**src/rtl/pattern_encoder_pkg.sv**
```systemverilog
// Shared constants for the pattern link: FSM state encoding and a width helper.
// Combinational-only content, no timing.
// Imported by both encoder and detector sides.
package pattern_encoder_pkg;

  typedef enum logic {
    ST_IDLE = 1'b0,
    ST_SEND = 1'b1
  } state_t;

  // Ceiling log2, used to size bit-index counters from the pattern length.
  function automatic int clog2(input int value);
    int r;
    r = 0;
    while ((1 << r) < value) r++;
    return r;
  endfunction

endpackage

```
**src/rtl/dff.sv**
```systemverilog
// Generic W-bit D flip-flop with active-low async clear on rnot.
// Latency: one cycle from d to q.
// Always accepts d; callers tie rnot high and fold any clear into d.
module dff #(
  parameter int W = 1
) (
  input  logic         clk,
  input  logic         rnot,
  input  logic [W-1:0] d,
  output logic [W-1:0] q
);

  // Capture d on every rising edge unless rnot forces the register low.
  always_ff @(posedge clk or negedge rnot) begin
    if (!rnot) q <= '0;
    else       q <= d;
  end

endmodule

```
**src/rtl/pattern_encoder_store.sv**
```systemverilog
// Serially loaded N-bit pattern register with parallel output.
// Latency: one shift per cycle; pat_nxt exposes the value the register takes at the next edge.
// Shifts are dropped (register holds) while hold is high; clr wins over everything.
module pattern_store #(
  parameter int N = 1024
) (
  input  logic         clk,
  input  logic         clr,
  input  logic         shift_en,
  input  logic         din,
  input  logic         hold,
  output logic [N-1:0] pat,
  output logic [N-1:0] pat_nxt
);

  // Next-value mux: synchronous clear, then MSB-first serial shift when not held.
  always_comb begin
    pat_nxt = pat;
    if (clr)                    pat_nxt = '0;
    else if (shift_en && !hold) pat_nxt = {pat[N-2:0], din};
  end

  // Async clear input unused: tied inactive so the clear above is synchronous.
  dff #(.W(N)) u_reg (
    .clk  (clk),
    .rnot (1'b1),
    .d    (pat_nxt),
    .q    (pat)
  );

endmodule

```
**src/rtl/pattern_encoder.sv**
```systemverilog
// Bit-serial transmitter of a programmable N-bit pattern, MSB first, optionally repeated.
// Latency: start sampled at edge t -> bits in cycles t+1..t+N, done pulse in t+N+1.
// No backpressure; start and programming are ignored while a frame is in flight.
module pattern_encoder
  import pattern_encoder_pkg::*;
#(
  parameter int   N        = 1024,
  parameter int   CNT_W    = clog2(N),
  parameter logic IDLE_LVL = 1'b0
) (
  input  logic clk,
  input  logic clr,
  input  logic prgm_en,
  input  logic prgm,
  input  logic start,
  input  logic rpt,
  output logic sig,
  output logic sig_valid,
  output logic busy,
  output logic done
);

  localparam logic [CNT_W-1:0] IDX_LAST = CNT_W'(N - 1);

  state_t             state, state_nxt;
  logic [CNT_W-1:0]   idx, idx_nxt;
  logic [N-1:0]       pat, pat_nxt;
  logic               sig_nxt, valid_nxt, done_nxt;

  assign busy = (state == ST_SEND);

  // Holding register is frozen for the whole frame so every frame matches the pattern at its start.
  pattern_store #(.N(N)) u_store (
    .clk      (clk),
    .clr      (clr),
    .shift_en (prgm_en),
    .din      (prgm),
    .hold     (busy),
    .pat      (pat),
    .pat_nxt  (pat_nxt)
  );

  // Next-state and next-output logic; idx tracks the bit currently on the line.
  always_comb begin
    state_nxt = state;
    idx_nxt   = idx;
    sig_nxt   = IDLE_LVL;
    valid_nxt = 1'b0;
    done_nxt  = 1'b0;
    case (state)
      ST_IDLE: begin
        if (start) begin
          // Use pat_nxt so a same-cycle program shift is already in the frame.
          state_nxt = ST_SEND;
          idx_nxt   = IDX_LAST;
          sig_nxt   = pat_nxt[N-1];
          valid_nxt = 1'b1;
        end
      end
      ST_SEND: begin
        if (idx == '0) begin
          idx_nxt = IDX_LAST;
          if (rpt) begin
            sig_nxt   = pat[N-1];
            valid_nxt = 1'b1;
          end else begin
            state_nxt = ST_IDLE;
            done_nxt  = 1'b1;
          end
        end else begin
          idx_nxt   = idx - 1'b1;
          sig_nxt   = pat[idx_nxt];
          valid_nxt = 1'b1;
        end
      end
      default: state_nxt = ST_IDLE;
    endcase
  end

  // State and registered outputs, synchronous clear with top priority.
  always_ff @(posedge clk) begin
    if (clr) begin
      state     <= ST_IDLE;
      idx       <= IDX_LAST;
      sig       <= IDLE_LVL;
      sig_valid <= 1'b0;
      done      <= 1'b0;
    end else begin
      state     <= state_nxt;
      idx       <= idx_nxt;
      sig       <= sig_nxt;
      sig_valid <= valid_nxt;
      done      <= done_nxt;
    end
  end

endmodule
```
**config.mk**
```make
export PLATFORM = sky130hd
export DESIGN_NAME = pattern_encoder
export DESIGN_NICKNAME = d
export VERILOG_FILES = /design/src/rtl/pattern_encoder_pkg.sv /design/src/rtl/dff.sv /design/src/rtl/pattern_encoder_store.sv /design/src/rtl/pattern_encoder.sv
export SDC_FILE = /design/constraint.sdc
export NUM_CORES = 2
export LEC_CHECK = 0
export ABC_CLOCK_PERIOD_IN_PS = 5000
export BUFFER_PORTS_ARGS = -buffer_cell sky130_fd_sc_hd__buf_2
export CORE_MARGIN = 10
export CORE_UTILIZATION = 50
export DETAILED_ROUTE_END_ITERATION = 12
export HOLD_SLACK_MARGIN = 0.03
export PLACE_DENSITY = 0.65
export SETUP_SLACK_MARGIN = 0.5
export SYNTH_ARGS = -nofsm -noshare
export SYNTH_HDL_FRONTEND = slang
export SYNTH_HIERARCHICAL = 1
export SYNTH_SLANG_ARGS = --single-unit
```
**constraint.sdc**
```tcl
create_clock -name clk -period 5 [get_ports clk]
set_clock_uncertainty 0.1 [all_clocks]
set_input_delay 0.25 -clock clk [delete_from_list [all_inputs] [get_ports clk]]
set_output_delay 0.25 -clock clk [all_outputs]
set_load 0.005 [all_outputs]
```
# After elaboration in Yosys (flattened, before gate mapping)
# Cells that the tools add are included.
# Widths: inputs -> output; s select.
dict set report word_totals {
  out_inout_bits 4
  word_cells 31
  ff_bits 1037
}
dict set report op_classes {
  n_lt_le_gt_ge 1
  n_reduce_logical 4
  muxes 16
  n_bitwise 2
  eq_ne 1
  n_addsub 1
}
# cell count
set ops {}
lappend ops {{$mux 1024} 2}
lappend ops {{$mux 10} 2}
lappend ops {{$pmux 10 s2} 1}
lappend ops {{$lt 10x11->1 const B} 1}
lappend ops {{$bmux 1 s10} 1}
lappend ops {{$logic_not 10->1} 1}
lappend ops {{$sub 10x1->10 const B} 1}
lappend ops {{$mux 1} 8}
lappend ops {{$pmux 1 s2} 2}
lappend ops {{$reduce_or 3->1} 1}
lappend ops {{$ne 2x2->1 const B} 1}
lappend ops {{$not 1->1} 2}
lappend ops {{$logic_and 1x1->1} 1}
lappend ops {{$logic_not 1->1} 1}

# Depth between registers and ports, before layout
dict set report depth {
  word_depth 6
  mapped_depth 22
  ltp_nobuf 11
}

# Hierarchy
# Netlist, hierarchy kept.
# module seq_area_each_um2 area_each_um2 instances cells_each
set modules_own_cells {}
lappend modules_own_cells {dff 25624.6 25624.6 1 1024}
lappend modules_own_cells {pattern_store 0.0 18113.6 1 2279}
lappend modules_own_cells {pattern_encoder 260.2 9552.9 1 1169}

# Worst setup path after synthesis
# OpenSTA, ideal clock, no wires.
dict set report synth_path {
  path_kind {flip-flop to flip-flop}
  startpoint {reg idx[0]}
  endpoint {reg sig}
  n_path_buf 8
  required_ns 4.765
  arrival_time_ns 4.036
  path_stages_with_launch 18
  synth_period_minus_slack_ns 4.270
  path_slack_ns 0.730
  cell_sequence {dfxtp_1 > buf_6 > buf_2 > inv_1 > clkbuf_1 > buf_2 > buf_1 > ha_1 > buf_4 > xor2_4 > buf_8 > buf_6 > mux4_2 > mux2i_1 > o22ai_1 > or4_1 > a21oi_1 > o211ai_1}
}
dict set report synth_via {
  elab_chain_cells 5
}
# element line
set synth_rtl {}
lappend synth_rtl {{from (decl)} pattern_encoder.sv:26} ;# logic [CNT_W-1:0] idx, idx_nxt;
lappend synth_rtl {{from (signal assigned)} pattern_encoder.sv:90} ;# idx <= idx_nxt;
lappend synth_rtl {{$sub 10x1->10} pattern_encoder.sv:71} ;# idx_nxt = idx - 1'b1;
lappend synth_rtl {{$bmux 1 s10} pattern_encoder.sv:72} ;# sig_nxt = pat[idx_nxt];
lappend synth_rtl {{$mux 1 (not written as such)} pattern_encoder.sv:72}
lappend synth_rtl {{$mux 1 (*)} pattern_encoder.sv:61} ;# if (idx == '0) begin
lappend synth_rtl {{$pmux 1 s2 (*)} pattern_encoder.sv:50} ;# case (state)
lappend synth_rtl {{to (signal assigned)} pattern_encoder.sv:91} ;# sig <= sig_nxt;
lappend synth_rtl {{to (decl)} pattern_encoder.sv:17} ;# output logic sig,
# Every way passes the cells marked *; elsewhere a longest branch is shown, timed or not. The select of a mux whose other input is x is not followed.
# A chain may end at the register's enable or synchronous reset.

# Worst setup path in the final report
# Ends and elaborated chain as after synthesis.

==> out/results.ini <==
[worst_setup_path]
rr_worst_depth=12
startpoint_type=flip-flop
crit_fanout=21
r2r_slack_ns=0.81
reg2reg_from=idx[0]
crit_type=flip-flop to flip-flop
cp.arrival_ns=4.63
critPathLaunch=idx[0]
r2r-end=sig
cp-endpoint=sig
cp.required_ns=5.44
crit_path_end_kind=flip-flop

[placed_design]
dp.cells=6603
io_buffers=9
gp_routability_congestion=0.763
hpwl_um=71100

[sta]
final.min_clock_period_ns=4.19
finalSetupViolCount=0
slew_viol_final=0
fin_crit_sh_pct=83.8
whs_ns=0.388
fin_setup_tns_ns=0
slew_headroom_pct=22.0
rsz0062_at_grt=no
fmaxAchievable_mhz=239
worstMarginPinSlew_ns=1.17
finalHoldViolations=0

[drt]
dr.first_iter.drc_count=2279
drt-wirelength-per-cell_um=16.7
drt_pass1_iterations=5
drc_errors=0
viasPerCell=5.04
drt-total-wl_um=114000
vias=34400
ant_nets=0

[global_route]
gr-total-overflow=0
grt_pass1_wl_um=189000
grt_pass1_vias=36000
antenna_found_initial=1
grt_max_degree=248
groute.usage.overall_pct=19.0

[logic_synthesis]
ys_seq_area_share_pct=48.6
syn-instance-count=4472
yosysMostFrequentCell=mux2i_1
synth_edf_count=0
synth_commonest_cells=mux2i_1 (1072), nand2b_1 (1033), dfrtp_1 (1024), nand2_1 (407), mux4_2 (173)
syn_area_mm2=0.0533
synth.top_cell.area_share_pct=48.1
synth_area_leaders=dfrtp_1 (48%), mux2i_1 (20%), nand2b_1 (12%), mux4_2 (7.3%), nand2_1 (2.9%)
synth_cell_types=60
yosys_register_bits=1037
syn_avg_cell_area_um2=11.9
synth_warnings=6
yosys_most_used_dff=dfrtp_1
async_flop_share_pct=98.7
synth_top_cell_by_area=dfrtp_1

[cells_and_area]
antennaDiodeCount=0
nets=5342
stdcell_count=6823
drive_gt1_share_pct=8.21
area_delta_synth_final_pct=15.4

[die]
ios=10
core_area_mm2=0.106
rows=119
dieArea_mm2=0.120
start_util_pct=50.5
die_w_um=346
die_h_um=346

[cts]
path_clk_slew_ns=0.06
cts_buffer_depth=3
cts.sinks=1037
cts_root_buf=clkbuf_16
cts-htree-levels=3
cts_buffers=115
post-cts-setup-buffers=0
ctsResizeCount=0
clock_latency_ns=0.69
cts_tree=built

[pwr]
p_seq_share_pct=45.8
total_power_mw=18.3
vdd_drop_max_uv=297
p_sw_mw=4.20
pwr-share-comb_pct=7.0
p_leak_nw=28.5
sw_frac_of_total_pct=22.9
p_int_mw=14.1
p_clk_share_pct=47.2
powerDensity_mw_per_mm2=298

[status]
status=complete, no violations

[run]
maxCapViolations=0

[min_path]
hold_depth=3
min_path_type=primary input to flip-flop

==> critical path: stages (launching register included) <==
cell and delay [ns]:
dfxtp_4 0.62, inv_2 0.11, ha_4 0.24, xor2_4 0.54, buf_4 0.45, mux4_2 0.54
nand2_1 0.08, nand3_1 0.09, nand4_1 0.15, nand2_1 0.10, or4_1 0.53, a21oi_1 0.33
o211ai_1 0.14
==> layout make-up <==
cell class,count,area [um^2]
repair buffers,79,846
clock inverters,23,294
multi-input cells,4096,29100
flip-flops and latches,1037,25900
clock buffers,191,3610
inverters,6,22.5
well taps,1391,1740
fillers,9047,44000
==> routing by layer <==
layer / global-route usage (%) / up-vias / part of all wire, %
li1: - / 16400 / -
met1: 26.6 / 17400 / 47
met2: 31.1 / 409 / 47
met3: 2.51 / 160 / 3.1
met4: 4.64 / 0 / 2.2
met5: 0 / - / 0
==> repair_timing <==
action	in CTS	in global routing
hold endpoints to repair	15	0
hold buffers	6	0
endpoints found under the setup margin	0	0
==> state kept, by name (all words and copies together), names as in the netlist <==
register         count
busy                 1
sig                  1
done                 1
idx                 10
u_store/u_reg/q   1024
==> kinds of logic after synthesis <==
| group | synth area share [%] |
|---|---|
| buffers and inverters | 4.16 |
| AO/OA/AOI/OAI | 2.08 |
| adder cells (fa/ha/maj) | 0.0235 |
| other | 0.00704 |
| XOR/XNOR | 0.232 |
| flip-flops | 48.6 |
| AND/OR/NAND/NOR | 17.2 |
| multiplexers | 27.7 |
==> placed cells by master (no fill, tap or decap), types with 5 or more instances in the layout <==
cell type / synthesis / routed
bufinv_16: 0 / 7
a32oi_1: 45 / 45
nand3_1: 147 / 147
a311oi_1: 10 / 10
o21ai_0: 5 / 5
clkbuf_8: 0 / 36
conb_1: 1 / 1024
o22ai_1: 6 / 5
clkinv_2: 0 / 15
a41oi_1: 10 / 10
inv_1: 6 / 5
mux4_1: 5 / 5
nand4_1: 13 / 13
nor3_1: 9 / 9
clkbuf_16: 0 / 119
a21oi_1: 20 / 20
clkbuf_1: 141 / 36
dfxtp_1: 13 / 12
buf_12: 2 / 20
a31oi_1: 37 / 37
buf_4: 76 / 44
buf_2: 61 / 8
dlygate4sd3_1: 0 / 6
dfrtp_1: 1024 / 1024
or2_2: 5 / 5
mux4_2: 173 / 173
nand2_1: 407 / 407
mux2i_1: 1072 / 1072
nor2_1: 18 / 16
nand2b_1: 1033 / 1033
==> power by group through the flow <==
stage,Combinational (mW),Clock [mW],Sequential [mW]
detailed placement,1.27,0,8.56
global route,1.40,9.26,8.40
finish,1.28,8.66,8.41
CTS,1.27,8.91,8.40
floorplan,1.09,0,8.55
global placement,1.27,0,8.56
==> how the worst min path moves through the flow <==
stage          start                 end  slack (ns)
6_report         rpt                done        0.39
5_1_grt          rpt                done        0.34
4_1_cts          rpt                done        0.31
3_5_place_dp    prgm  u_store/u_reg/q[0]        0.44
3_3_place_gp    prgm  u_store/u_reg/q[0]        0.43
2_1_floorplan    rpt                done        0.23
==> through the flow <==
stage / utilization, % / setup WS, ns / area (um^2)
after detailed placement: 54.5 / 0.816 / 57600
after global routing: 58.3 / 0.598 / 61500
final: 58.3 / 0.811 / 61500
after global placement: 54.5 / 0.790 / 57600
after CTS: 58.3 / 0.813 / 61500
after floorplan: - / 0.730 / 57100
(Power assumes the default switching activity.)
